File: config.mk
export PLATFORM = sky130hd
export DESIGN_NAME = hwt_sweep
export DESIGN_NICKNAME = d
export VERILOG_FILES = /design/src/rtl/hwt_pkg.sv /design/src/rtl/hwt_settle_cnt.sv /design/src/rtl/hwt_sweep.sv
export SDC_FILE = /design/constraint.sdc
export NUM_CORES = 1
export LEC_CHECK = 0
export CAP_MARGIN = 15
export CORE_MARGIN = 2
export CORE_UTILIZATION = 54
export DETAILED_ROUTE_END_ITERATION = 10
export PLACE_DENSITY = 0.9
export SYNTH_ARGS = -nofsm -noshare
export SYNTH_HDL_FRONTEND = slang
export SYNTH_HIERARCHICAL = 1
export SYNTH_SLANG_ARGS = --single-unit
File: constraint.sdc
create_clock -name clk -period 2.1 [get_ports clk]
set_clock_uncertainty 0.15 [all_clocks]
set_input_delay 0.42 -clock clk [delete_from_list [all_inputs] [get_ports clk]]
set_output_delay 0.42 -clock clk [all_outputs]
set_load 0.005 [all_outputs]
File: src/rtl/hwt_pkg.sv
// Shared types and constants for the hwt truth-table sweeper.
package hwt_pkg;

  localparam int unsigned IDX_W = 4;
  localparam int unsigned TT_W  = 16;
  localparam int unsigned CNT_W = 4;

  localparam logic [TT_W-1:0] EXPECTED_DEF = 16'h2888;

  typedef enum logic [1:0] {
    IDLE,
    DRIVE,
    SAMPLE,
    DONE
  } state_t;

endpackage

File: src/rtl/hwt_settle_cnt.sv
// Settle timer: load restarts the count at 0, done flags the last settle cycle.
module hwt_settle_cnt
  import hwt_pkg::*;
#(
  parameter int unsigned SETTLE = 2
) (
  input  logic clk,
  input  logic rst,
  input  logic load,
  input  logic en,
  output logic done
);

  localparam logic [CNT_W-1:0] LAST = CNT_W'(SETTLE - 1);

  logic [CNT_W-1:0] count;

  // done is registered so it rises in the same cycle count reaches LAST
  always_ff @(posedge clk or posedge rst) begin
    if (rst) begin
      count <= '0;
      done  <= 1'b0;
    end else if (load) begin
      count <= '0;
      done  <= (LAST == '0);
    end else if (en && !done) begin
      count <= count + CNT_W'(1);
      done  <= ((count + CNT_W'(1)) == LAST);
    end
  end

endmodule

File: src/rtl/hwt_sweep.sv
// Sweeps all 16 input vectors through an external hwt function and captures
// its truth table, then hands the result off with a valid/ready handshake.
module hwt_sweep
  import hwt_pkg::*;
#(
  parameter int unsigned     SETTLE   = 2,
  parameter logic [TT_W-1:0] EXPECTED = EXPECTED_DEF
) (
  input  logic            clk,
  input  logic            rst,
  input  logic            start,
  output logic            busy,
  output logic            A,
  output logic            B,
  output logic            C,
  output logic            D,
  input  logic            Y,
  output logic            tt_valid,
  input  logic            tt_ready,
  output logic [TT_W-1:0] tt_data,
  output logic            match
);

  localparam logic [IDX_W-1:0] IDX_LAST = '1;

  state_t           state;
  logic [IDX_W-1:0] idx;
  logic             cnt_load;
  logic             cnt_en;
  logic             cnt_done;
  logic [TT_W-1:0]  tt_next;

  // Y only reaches tt_data through the register below
  always_comb begin
    cnt_load     = ((state == IDLE) && start) || ((state == SAMPLE) && (idx != IDX_LAST));
    cnt_en       = (state == DRIVE);
    tt_next      = tt_data;
    tt_next[idx] = Y;
  end

  hwt_settle_cnt #(
    .SETTLE(SETTLE)
  ) u_settle_cnt (
    .clk (clk),
    .rst (rst),
    .load(cnt_load),
    .en  (cnt_en),
    .done(cnt_done)
  );

  always_ff @(posedge clk or posedge rst) begin
    if (rst) begin
      state        <= IDLE;
      idx          <= '0;
      tt_data      <= '0;
      {A, B, C, D} <= IDX_W'(0);
      busy         <= 1'b0;
      tt_valid     <= 1'b0;
      match        <= 1'b0;
    end else begin
      case (state)
        IDLE: begin
          if (start) begin
            state        <= DRIVE;
            idx          <= '0;
            tt_data      <= '0;
            {A, B, C, D} <= IDX_W'(0);
            busy         <= 1'b1;
          end
        end
        DRIVE: begin
          if (cnt_done) state <= SAMPLE;
        end
        SAMPLE: begin
          tt_data <= tt_next;
          if (idx == IDX_LAST) begin
            state        <= DONE;
            {A, B, C, D} <= IDX_W'(0);
            tt_valid     <= 1'b1;
            match        <= (tt_next == EXPECTED);
          end else begin
            state        <= DRIVE;
            idx          <= idx + IDX_W'(1);
            {A, B, C, D} <= idx + IDX_W'(1);
          end
        end
        DONE: begin
          // start is deliberately ignored here, even on the exit edge
          if (tt_ready) begin
            state    <= IDLE;
            tt_valid <= 1'b0;
            match    <= 1'b0;
            busy     <= 1'b0;
          end
        end
        default: state <= IDLE;
      endcase
    end
  end

endmodule

**Word level (Yosys, flattened, before mapping)**

Index checks and enable logic that the tools add are counted.

- Memories: 0
- Bits in registers: 34
- RAM bits: 0
- Word-level logic and storage cells: 77
- Memory bits (read-only): 0
- Latch bits: 0
- Output and inout bits: 23

- Order comparisons: 2
- Divide/modulo/power cells: 0
- $add $sub $neg: 2
- Bitwise gates (word level): 0
- $mul: 0
- Reduce and logical (&&, ||, !) cells: 16
- Multiplexer cells: 33
- Shift operators: 0
- Eq/ne operators: 12

Operators with widths:

| operator | number |
|---|---|
| $pmux W16 S2 | 1 |
| $bwmux W16 | 1 |
| $eq A16 B14 Y1 const B | 1 |
| $mux W16 | 1 |
| $mux W4 | 4 |
| $pmux W1 S2 | 7 |
| $mux W1 | 12 |
| $reduce_and A3 Y1 | 4 |
| $add A4 B1 Y4 const B | 2 |
| $mux W2 | 4 |
| $ne A2 B2 Y1 const B | 4 |
| $pmux W2 S4 | 1 |
| $pmux W4 S2 | 1 |
| $reduce_bool A2 Y1 | 4 |
| $lt A4 B5 Y1 const B | 1 |
| $demux W1 S4 | 1 |
| $eq A2 B2 Y1 const B | 2 |
| $eq A4 B1 Y1 const B | 1 |
| $eq A4 B4 Y1 const B | 1 |
| $ge A4 B1 Y1 const B | 1 |
| $logic_and A1 B1 Y1 | 4 |
| $ne A4 B4 Y1 const B | 1 |
| $eq A2 B1 Y1 const B | 1 |
| $logic_not A2 Y1 | 1 |
| 4 further kinds | 4 |

**Logic depth before layout (Yosys ltp)**

Gate-level depths: netlist (run 1).

- Word-level depth: 8
- Depth in mapped cells: 7
- Depth with buffers taken out: 6

**Cells and area by module**

The synthesis (run 1) kept the hierarchy.

By module, submodules not included:

| module | instances | cells each | area each (um^2) |
|---|---|---|---|
| hwt_sweep | 1 | 190 | 1641.6 |
| hwt_settle_cnt | 1 | 29 | 282.8 |

**Worst setup path after synthesis (run 1)**

OpenSTA, ideal clock, no wires.

- Path kind: reg-to-reg
- Start: register idx[0]
- End: register match
- Arrival time: 1508 ps
- Data required time: 1830 ps
- Clock period less this slack: 1778 ps
- Setup slack: 322 ps
- Stages on the path, launching flop included: 8
- Library setup time: 120 ps
- Cells stage by stage: dfrtp_1 -> inv_1 -> ha_1 -> clkbuf_4 -> nor4b_1 -> a311oi_1 -> a21oi_1 -> a41o_1

- Cells in the longest elaborated chain, start to end: 8
- Elaborated cells on any way between the ends: 12
- Classes of those cells: order compare: 2; eq/ne: 3; mux: 5; reduce/logical: 2

RTL lines:

| item | line | RTL |
|---|---|---|
| from (decl) | hwt_sweep.sv:27 | `logic [IDX_W-1:0] idx;` |
| from (signal assigned) | hwt_sweep.sv:83 | `idx <= idx + IDX_W'(1);` |
| $lt A4 B5 Y1 (not written as such) / $ge A4 B1 Y1 (equally long branches) | hwt_sweep.sv:38 | `tt_next[idx] = Y;` |
| $logic_and A1 B1 Y1 (not written as such) | hwt_sweep.sv:38 |  |
| $mux W1 (not written as such) | hwt_sweep.sv:38 |  |
| $demux W1 S4 | hwt_sweep.sv:38 |  |
| $bwmux W16 | hwt_sweep.sv:38 |  |
| $eq A16 B14 Y1 | hwt_sweep.sv:80 | `match <= (tt_next == EXPECTED);` |
| $mux W1 | hwt_sweep.sv:76 | `if (idx == IDX_LAST) begin` |
| $pmux W1 S2 | hwt_sweep.sv:61 | `case (state)` |
| to (signal assigned) | hwt_sweep.sv:80 |  |
| to (decl) | hwt_sweep.sv:21 | `output logic match` |

Several ways; a longest one is shown, not always the timed one. The select of a mux whose other input is x is not followed.
A chain may end at the register's enable or synchronous reset.

**Final worst setup path (run 1)**

Ends and elaborated chain as after synthesis.

==> key figures, run 1 <==
Worst setup path
  • Critical path start-end classification: register to register
  • Worst setup EP type: register
  • Worst r2r dst: match
  • Critical path endpoint: match
  • Critical R2R Launch: idx[0]
  • Critical Path Source Type: register
  • Register-to-register path setup slack: 0.13 ns
  • Endpoint arrival time on the critical path: 2.11 ns
  • Critical path origin: idx[0]
  • Cell count of the worst reg-to-reg path: 6
  • CP Max Fanout: 9
  • Required time reported for the critical path endpoint: 2.25 ns

Yosys
  • Yosys top cell area share: 0.442
  • Most frequently used cell type in the post-synthesis netlist: sky130_fd_sc_hd__o21ai_0
  • Biggest area contributors in the synthesized netlist: sky130_fd_sc_hd__dfrtp_1 (44%), sky130_fd_sc_hd__o21ai_0 (9.6%), sky130_fd_sc_hd__nand2_1 (6.0%), sky130_fd_sc_hd__a21oi_1 (4.9%), sky130_fd_sc_hd__ha_1 (4.6%)
  • Top FF cell, synth: sky130_fd_sc_hd__dfrtp_1
  • Post-synth EDFFs: 0
  • Sequential fraction of the synthesis area: 0.442
  • FFs w/ async S/R, synth: 1.00
  • Syn. warnings: 6
  • Cells after Synth: 219
  • Number of distinct library cells after synthesis: 41
  • Average footprint of a synthesized cell: 8.79 um^2
  • Commonest cells in the netlist: sky130_fd_sc_hd__o21ai_0 (37), sky130_fd_sc_hd__dfrtp_1 (34), sky130_fd_sc_hd__nand2_1 (31), sky130_fd_sc_hd__a21oi_1 (19), sky130_fd_sc_hd__inv_1 (11)
  • Yosys top cell by area: sky130_fd_sc_hd__dfrtp_1
  • Number of nets in the synthesized netlist: 231
  • Post-synthesis sequential element count: 34
  • Area of the mapped netlist: 0.00192 mm^2

Routing
  • Final WL: 4450 um
  • Detail-routed net length per standard cell: 15.0 um
  • Drt first pass iters: 4
  • DRC viols: 0
  • Via count normalized by instance count: 5.81
  • Via count of the routed design: 1,720
  • DRC marker count from the first detailed-route iteration: 200
  • Antenna-violating nets left: 0

Timing
  • Sum of negative setup slack: 0 ns
  • Total setup violations reported at the end of the flow: 0
  • Post-route clock period utilization: 0.936
  • Total count of hold-check failures in the final report: 0
  • Max Freq: 509 MHz
  • Remaining max-slew budget at the tightest pin: 0.729
  • RSZ-0062 raised after global routing: false
  • Final critical path time including I/O delays and setup: 1.97 ns
  • Pins Over Slew Limit: 0
  • Least-Margin Pin Slew: 0.407 ns

Power
  • Total power: 2.21 mW
  • Areal power density over the cells: 958 mW/mm^2
  • Pleak: 1.05 nW
  • Highest ir drop seen on vdd: 0.680 mV

Die
  • Effective utilization at floorplan: 0.568
  • Total Die Area: 0.00406 mm^2
  • Die outline width: 63.7 um
  • Number of primary I/O pins: 28
  • Standard-cell rows: 21
  • Die H: 63.7 um
  • Area inside the core boundary: 0.00339 mm^2

Global route
  • Vias in the first global route: 1,631
  • Number of antenna violations at the first check in global routing: 0
  • Maximum number of pins on one net before global-route repair: 30
  • Overflow left after global routing: 0
  • Global Route Usage Sum: 0.246
  • Wire length of the first global-routing pass: 7730 um

Place
  • Final weighted congestion in routability-driven placement: 0.866
  • Detailed-placement wirelength estimate: 3180 um
  • Count of buffers from port buffering: 27

Finish
  • Antenna diode count: 0
  • Number of fill cells in the layout: 271
  • Synthesis-to-finish area growth: 19.7%
  • Share of layout cells above drive strength 1: 0.0800
  • Total Nets Final: 261

Clock network
  • Clock tree sinks: 34
  • Clk Latency, worst-skew pair: 0.35 ns
  • Clock tree from TritonCTS: yes
  • H-Tree Level Count: 2
  • Deepest clock path buffer count: 2
  • CTS Buf Count: 5
  • Clock Pin Slew Worst Setup and Hold Paths: 0.10 ns
  • Root buffer cell: sky130_fd_sc_hd__clkbuf_4

Flow run
  • Maxcap violations: 0

Worst hold path
  • Class of the most critical hold timing path: primary input to asynchronous set/reset pin

Status
  • Outcome: finished, final reports clean
==> per-layer routing <==
metal,global-route usage,part of all wire
met5,0,0
met4,0.136,0.028
met3,0.0536,0.079
met2,0.372,0.46
met1,0.327,0.43
==> final cells by class <==
class | count | area [um^2] | share of cell area
Multi-Input combinational cell | 161 | 955 | 0.414
Sequential cell | 34 | 852 | 0.370
Timing Repair Buffer | 36 | 338 | 0.147
Tap cell | 46 | 57.6 | 0.0250
Clock buffer | 7 | 55.1 | 0.0239
Inverter | 11 | 41.3 | 0.0179
Clock inverter | 1 | 5.00 | 0.00217
==> critical path, stage by stage, from the launching register on <==
cell and delay, ns:
sky130_fd_sc_hd__dfrtp_2 0.47, sky130_fd_sc_hd__inv_1 0.10, sky130_fd_sc_hd__ha_1 0.37, sky130_fd_sc_hd__nand3b_1 0.14, sky130_fd_sc_hd__mux2i_1 0.26, sky130_fd_sc_hd__nor3b_1 0.21
sky130_fd_sc_hd__a41o_1 0.20
==> layout by cell type, fill, tap and decap left out, types with 2 or more instances in the layout <==
cell type                         synthesis  final
sky130_fd_sc_hd__nor2b_1                  2      2
sky130_fd_sc_hd__ha_1                     7      7
sky130_fd_sc_hd__o22ai_1                  2      2
sky130_fd_sc_hd__inv_1                   11     11
sky130_fd_sc_hd__a211o_1                  2      2
sky130_fd_sc_hd__clkbuf_4                 1      5
sky130_fd_sc_hd__nor3b_1                  2      2
sky130_fd_sc_hd__a31oi_1                  2      2
sky130_fd_sc_hd__mux2i_1                  4      4
sky130_fd_sc_hd__o21ai_0                 37     37
sky130_fd_sc_hd__and2b_1                  2      2
sky130_fd_sc_hd__nand2_1                 31     31
sky130_fd_sc_hd__nand2b_1                 4      4
sky130_fd_sc_hd__nand3_1                  6      6
sky130_fd_sc_hd__a21oi_1                 19     19
sky130_fd_sc_hd__nor2_1                  10     10
sky130_fd_sc_hd__buf_4                    3      9
sky130_fd_sc_hd__clkdlybuf4s50_1          0     27
sky130_fd_sc_hd__nand4b_1                 3      3
sky130_fd_sc_hd__a21o_1                   4      4
sky130_fd_sc_hd__xnor2_1                  4      4
sky130_fd_sc_hd__nand3b_1                 3      3
sky130_fd_sc_hd__a21boi_0                 2      2
sky130_fd_sc_hd__dfrtp_1                 34     33
==> sequential cells by signal, indices dropped and copies added (netlist names) <==
name	cells
A	1
B	1
C	1
D	1
busy	1
idx	4
match	1
state	2
tt_data	16
tt_valid	1
u_settle_cnt/count	4
u_settle_cnt/done	1
==> where the power goes <==
part           switching, mW  leakage, nW  internal (mW)
sequential             0.167        0.454          0.781
clock                  0.223       0.0353          0.162
combinational          0.483        0.558          0.390
==> worst min-delay path by stage <==
stage               slack [ns]                    end
CTS                       0.14  u_settle_cnt/count[1]
floorplan                 0.05  u_settle_cnt/count[0]
global placement          0.31                      A
detailed placement        0.32                      A
global route              0.17  u_settle_cnt/count[3]
finish                    0.13  u_settle_cnt/count[1]
==> through the flow <==
stage          worst slack, ns   util  hold WS [ns]  area, um^2  cells
2_1_floorplan            0.322      -        0.0485        1920    219
3_3_place_gp             0.171  0.661         0.311        2240    288
3_5_place_dp            0.0959  0.661         0.320        2240    288
4_1_cts                 0.0955  0.679         0.136        2300    296
5_1_grt                 0.0291  0.680         0.167        2300    296
6_report                 0.135  0.680         0.134        2300    296
==> timing repair <==
item	CTS	global route
endpoints found under the setup margin	0	2
gates resized for setup	0	1
hold buffers	0	0
setup buffers	0	0
==> kinds of logic (layout without fill, tap and decap cells) <==
logic type      count (synthesis)  in the layout  share of synthesized area
compound gates                 74             74                      0.219
xor+xnor                        5              5                     0.0228
fa+ha+maj                       7              7                     0.0455
buf+inv                        24             55                     0.0618
flops                          34             34                      0.442
mux                             4              4                     0.0208
simple gates                   71             71                      0.188
Power figures use the tool's default switching activity.
==> inputs of run 2 (changes only) <==
--- a/config.mk
+++ b/config.mk
@@ -5,7 +5,6 @@
 export SDC_FILE = /design/constraint.sdc
 export NUM_CORES = 1
 export LEC_CHECK = 0
-export CAP_MARGIN = 15
 export CORE_MARGIN = 2
 export CORE_UTILIZATION = 54
 export DETAILED_ROUTE_END_ITERATION = 10
==> results of run 2 <==
The final DEF is identical to that of run 1; final timing and power are the same.
